### src/rtl/dff_bank_arbiter.sv
// rtl/dff_bank_arbiter.sv - four-requester round-robin arbiter guarding a shared register bank
module dff_bank_arbiter #(
   parameter int WIDTH = 8
) (
   input  logic               clk,
   input  logic               reset,
   input  logic [3:0]         req,
   input  logic [7:0]         cmd,
   input  logic [4*WIDTH-1:0] din,
   output logic [3:0]         gnt,
   output logic [3:0]         ack,
   output logic [WIDTH-1:0]   q,
   output logic [WIDTH-1:0]   qbar,
   output logic               busy
);

   typedef enum logic {IDLE, WRITE} state_t;

   state_t           state, state_n;
   logic [1:0]       ptr, ptr_n, win, win_n, pick, idx;
   logic [1:0]       cap_cmd, cap_cmd_n;
   logic [WIDTH-1:0] cap_din, cap_din_n, q_n;
   logic [3:0]       gnt_n, ack_n, elig;
   logic             found;

   always_ff @(posedge clk) begin
      if (reset) begin
         state   <= IDLE;
         ptr     <= 2'd0;
         q       <= '0;
         gnt     <= 4'd0;
         ack     <= 4'd0;
         win     <= 2'd0;
         cap_cmd <= 2'd0;
         cap_din <= '0;
      end else begin
         state   <= state_n;
         ptr     <= ptr_n;
         q       <= q_n;
         gnt     <= gnt_n;
         ack     <= ack_n;
         win     <= win_n;
         cap_cmd <= cap_cmd_n;
         cap_din <= cap_din_n;
      end
   end

   always_comb begin
      // a requester whose ack is showing this cycle has just been served
      elig  = req & ~ack;
      found = 1'b0;
      pick  = ptr;
      idx   = ptr;
      for (int k = 0; k < 4; k++) begin
         idx = ptr + 2'(k);
         if (!found && elig[idx]) begin
            found = 1'b1;
            pick  = idx;
         end
      end

      state_n   = state;
      ptr_n     = ptr;
      q_n       = q;
      gnt_n     = 4'd0;
      ack_n     = 4'd0;
      win_n     = win;
      cap_cmd_n = cap_cmd;
      cap_din_n = cap_din;

      if (state == IDLE) begin
         if (found) begin
            gnt_n     = 4'b0001 << pick;
            win_n     = pick;
            cap_cmd_n = cmd[{pick, 1'b0} +: 2];
            cap_din_n = din[WIDTH*int'(pick) +: WIDTH];
            state_n   = WRITE;
         end
      end else begin
         case (cap_cmd)
            2'b00:   q_n = cap_din;
            2'b01:   q_n = '1;
            2'b10:   q_n = '0;
            default: q_n = ~q;
         endcase
         ack_n[win] = 1'b1;
         ptr_n      = win + 2'd1;
         state_n    = IDLE;
      end
   end

   assign busy = (state == WRITE);
   assign qbar = ~q;

endmodule

### config.mk
export PLATFORM = sky130hd
export DESIGN_NAME = dff_bank_arbiter
export DESIGN_NICKNAME = d
export VERILOG_FILES = /design/src/rtl/dff_bank_arbiter.sv
export SDC_FILE = /design/constraint.sdc
export NUM_CORES = 1
export LEC_CHECK = 0
export ABC_AREA = 0
export CORE_MARGIN = 8
export CORE_UTILIZATION = 38
export CTS_CLUSTER_DIAMETER = 150
export DETAILED_ROUTE_END_ITERATION = 8
export PLACE_DENSITY = 0.78
export SLEW_MARGIN = 15
export SYNTH_ARGS = -nofsm -noshare
export SYNTH_HDL_FRONTEND = slang
export SYNTH_SLANG_ARGS = --single-unit
export TNS_END_PERCENT = 30
### constraint.sdc
create_clock -name clk -period 1.7 [get_ports clk]
set_input_delay 0.17 -clock clk [delete_from_list [all_inputs] [get_ports clk]]
set_output_delay 0.17 -clock clk [all_outputs]
set_load 0.005 [all_outputs]
==> metrics.csv <==
stage;metric;value;unit
route;1st-iter DRT viols;70;
route;vias post-DR;1579;
power_and_ir_drop;Leakage;0.00108;uW
route;Antenna Violating Nets Remaining;0;
sta;fmax;560;MHz
synthesis;post-synth top area cell;dfxtp_1;
floorplanning;# IOs;71;
synthesis;Seq cells post-synth;31;
sta;measured slew at the worst slew-check pin;0.729;ns
cells_and_area;layout net count;322;
grt;first-pass GRT wire length;7200;microns
grt;largest net degree at the start of global routing;19;
worst_setup_path;CP Capture Type;flip-flop;
sta;relative slew slack;51.2;%
clocking;clk buf depth;2;
clocking;CTS H-tree depth;2;
worst_setup_path;slowest stage delay, CP;0.41;ns
power_and_ir_drop;PwrDens;831;mW/mm^2
sta;Final Hold Violating Endpoints;0;
synthesis;Yosys cell types;32;
floorplanning;Starting Density;38.7;%
clocking;CTS Root Cell;clkbuf_8;
worst_hold_path;WHS Endpoint;cap_din[5];
route;Via density;4.86;
floorplanning;chip height;82.2;microns
worst_setup_path;Critical Path AT;1.94;ns
route;drt drc;0;
worst_setup_path;Worst R2R Start;ack[3];
route;DR WL/cell;14.9;microns
worst_setup_path;Critical Path RT;1.86;ns
route;Routed WL;4850;microns
sta;max-slew violations;0;
power_and_ir_drop;combinational fraction of design power;34.4;%
power_and_ir_drop;internal power;1660;uW
power_and_ir_drop;Clk pwr share;27.3;%
run_status;failing checks;setup timing;
synthesis;area share of the largest cell type after synthesis;37.3;%
placed_design;routability cong.;0.832;
worst_hold_path;hold path start;cap_din[5];
placed_design;HPWL after detailed placement;3420;microns
clocking;clock-pin slew on the worst setup and hold paths;0.07;ns
synthesis;synthesized area per cell;8.94;sq um
sta;unrepaired setup endpoints after global routing;yes;
worst_setup_path;worst reg2reg setup slack;-0.08;ns
worst_setup_path;CP Max Fanout;6;
worst_setup_path;CP startpoint kind;input port;
worst_setup_path;slowest CP cell;clkdlybuf4s50_1;
synthesis;Mapped Nets;236;
worst_setup_path;Worst R2R End;cap_cmd[1];
worst_hold_path;worst hold path type;flip-flop to flip-flop;
job;max-cap viol count;0;
sta;slack of the critical path;-0.0864;ns
synthesis;cells after synthesis;186;
worst_hold_path;Worst Hold Depth;2;
sta;final worst path period need;1.79;ns
clocking;cts bufs inserted;5;
power_and_ir_drop;Reg power frac;38.3;%
sta;Finish-stage setup viols;10;
worst_setup_path;Worst Reg2Reg Path Length in Cells;7;
run_status;status;finished with violations;
floorplanning;Die X;82.2;microns
power_and_ir_drop;switching power;654;uW
cells_and_area;n_diodes;0;
sta;fin crit share;105;%
floorplanning;die area;0.00675;sq mm
synthesis;mapped cell area;0.00166;sq mm
route;drt first pass iters;4;
grt;Total GRT Usage;13.5;%
worst_setup_path;CP cell instances;clkdlybuf4s50_1 -> nor2b_4 -> nor2_2 -> o22ai_2 -> a221oi_4 -> buf_6 -> buf_12 -> mux2i_1 -> o221ai_2;
floorplanning;core area;0.00429;sq mm
worst_setup_path;buffers and inverters on the worst path;3;
cells_and_area;proportion of layout cells with a drive suffix above 1;22.0;%
power_and_ir_drop;Max IR drop VDD;0.000377;V
placed_design;dpl cells;312;
clocking;latest clock arrival within the worst-skew pair;0.28;ns
power_and_ir_drop;sw frac;28.3;%
synthesis;post-synthesis sequential area ratio;37.3;%
worst_setup_path;CP Class;input port to flip-flop;
grt;initial antenna violation count;0;
grt;vias in the first global route;1609;
worst_setup_path;cell family with most CP delay;buffers and inverters;
synthesis;YS warnings;0;
clocking;CTS Sinks;31;
sta;Post-Route Setup TNS;-0.395;ns
cells_and_area;Layout area overhead;67.4;%
grt;GRT overflow;0;
floorplanning;site row count;24;
sta;Clock Skew;0.00486;ns
clocking;CTS tree;done;
cells_and_area;final non-filler cell total;325;
placed_design;# port buffers;70;
synthesis;Area contributors post-synth;dfxtp_1 (37%), mux2i_1 (14%), o221ai_2 (7.2%), nand2_1 (5.0%), inv_1 (4.3%);
cells_and_area;post-layout utilization of the core;64.8;%
[cell type report]
class / instances / area, sq um
clock buffers: 8 / 100
well taps: 52 / 65.1
fillers: 354 / 1510
multi-input cells: 125 / 1000
flip-flops and latches: 31 / 623
inverters: 20 / 75.1
repair buffers: 89 / 916
[registers in the layout (all words and copies together), names as in the netlist]
register / flops
cap_din: 8
q: 8
ack: 4
gnt: 4
cap_cmd: 2
ptr: 2
win: 2
busy: 1
[cell families (layout without fill, tap and decap cells)]
kind of cell,after synthesis,in the layout,synth area share [%]
AND/OR/NAND/NOR,63,63,19.0
AO/OA/AOI/OAI,34,34,17.9
flip-flops,31,31,37.3
buffers and inverters,30,117,8.28
multiplexers,24,24,14.4
adder cells (fa/ha/maj),4,4,3.01
[cell usage in the layout (no fill, tap or decap), types with 2 or more instances in the layout]
master,n
nor3_1,9
buf_4,14
nand2_1,21
dfxtp_2,2
clkdlybuf4s50_1,69
o221ai_2,8
o21ai_0,9
dfxtp_1,29
o221ai_1,2
clkbuf_8,7
mux2i_2,6
buf_16,2
nand2b_4,2
nor2b_4,2
inv_1,19
a21oi_1,9
and2_1,4
mux2i_4,5
nor2_1,17
ha_1,4
mux2i_1,13
[timing repair]
action,4_1_cts,5_1_grt
hold buffers,0,0
pin swaps,7,1
buffers inserted,2,0
endpoints found under the setup margin,9,10
resized for setup,9,16
gates cloned,2,1
[routing by layer]
layer / vias to the layer above / part of all wire [%] / GRT usage [%]
met1: 721 / 43 / 15.5
met3: 4 / 5.8 / 4.11
met2: 48 / 50 / 23.4
met5: - / 0 / 0
li1: 806 / - / -
met4: 0 / 1.3 / 4.56
[power by group through the flow]
stage                     sequential [uW]  clock, uW  combinational [uW]
after global routing                  898        676                 855
after global placement                897          0                 628
after detailed placement              900          0                 640
final                                 886        630                 796
after floorplan                       869          0                 364
after CTS                             884        638                 716
[tightest hold or removal path: stages (launching register included)]
cell and delay [ns]:
dfxtp_1 0.32, nand2_1 0.06, o221ai_2 0.05
[synth_stat cells]
cell type and n:
a21oi_1 9, buf_8 1, nand2_1 22, a22o_1 1, clkbuf_1 5, buf_2 2
a221oi_4 1, nand2b_4 2, buf_4 1, and2_1 4, mux2i_1 24, ha_1 4
o221ai_1 2, a31oi_2 1, inv_1 19, dfxtp_1 31, o21ai_0 9, nor2_1 18
o21ai_1 1, and2b_2 1, and3_1 1, o221ai_2 8, nand3_1 1, and2b_1 1
buf_6 1, inv_2 1, or2b_1 1, nor3_1 9, nor2b_4 2, o22ai_1 1
a311o_2 1, nor2b_1 1
[stage by stage]
step / area (sq um) / power, uW / setup WS [ns] / hold WS, ns
after floorplan: 1660 / 1230 / -0.0544 / 0.249
after global placement: 2480 / 1520 / -0.315 / 0.455
after detailed placement: 2480 / 1540 / -0.346 / 0.447
after CTS: 2670 / 2240 / -0.0370 / 0.467
after global routing: 2780 / 2430 / -0.143 / 0.484
final: 2780 / 2310 / -0.0864 / 0.470
[worst max-delay path by stage]
stage | start | depth (start not counted) | slack (ns) | to
2_1_floorplan | ack[3] | 6 | -0.05 | cap_cmd[0]
3_3_place_gp | req[0] | 8 | -0.31 | cap_din[2]
3_5_place_dp | req[3] | 8 | -0.35 | cap_din[5]
4_1_cts | ack[3] | 7 | -0.04 | cap_din[6]
5_1_grt | req[0] | 9 | -0.14 | cap_cmd[1]
6_report | req[0] | 9 | -0.09 | cap_cmd[1]
(Power assumes the default switching activity.)
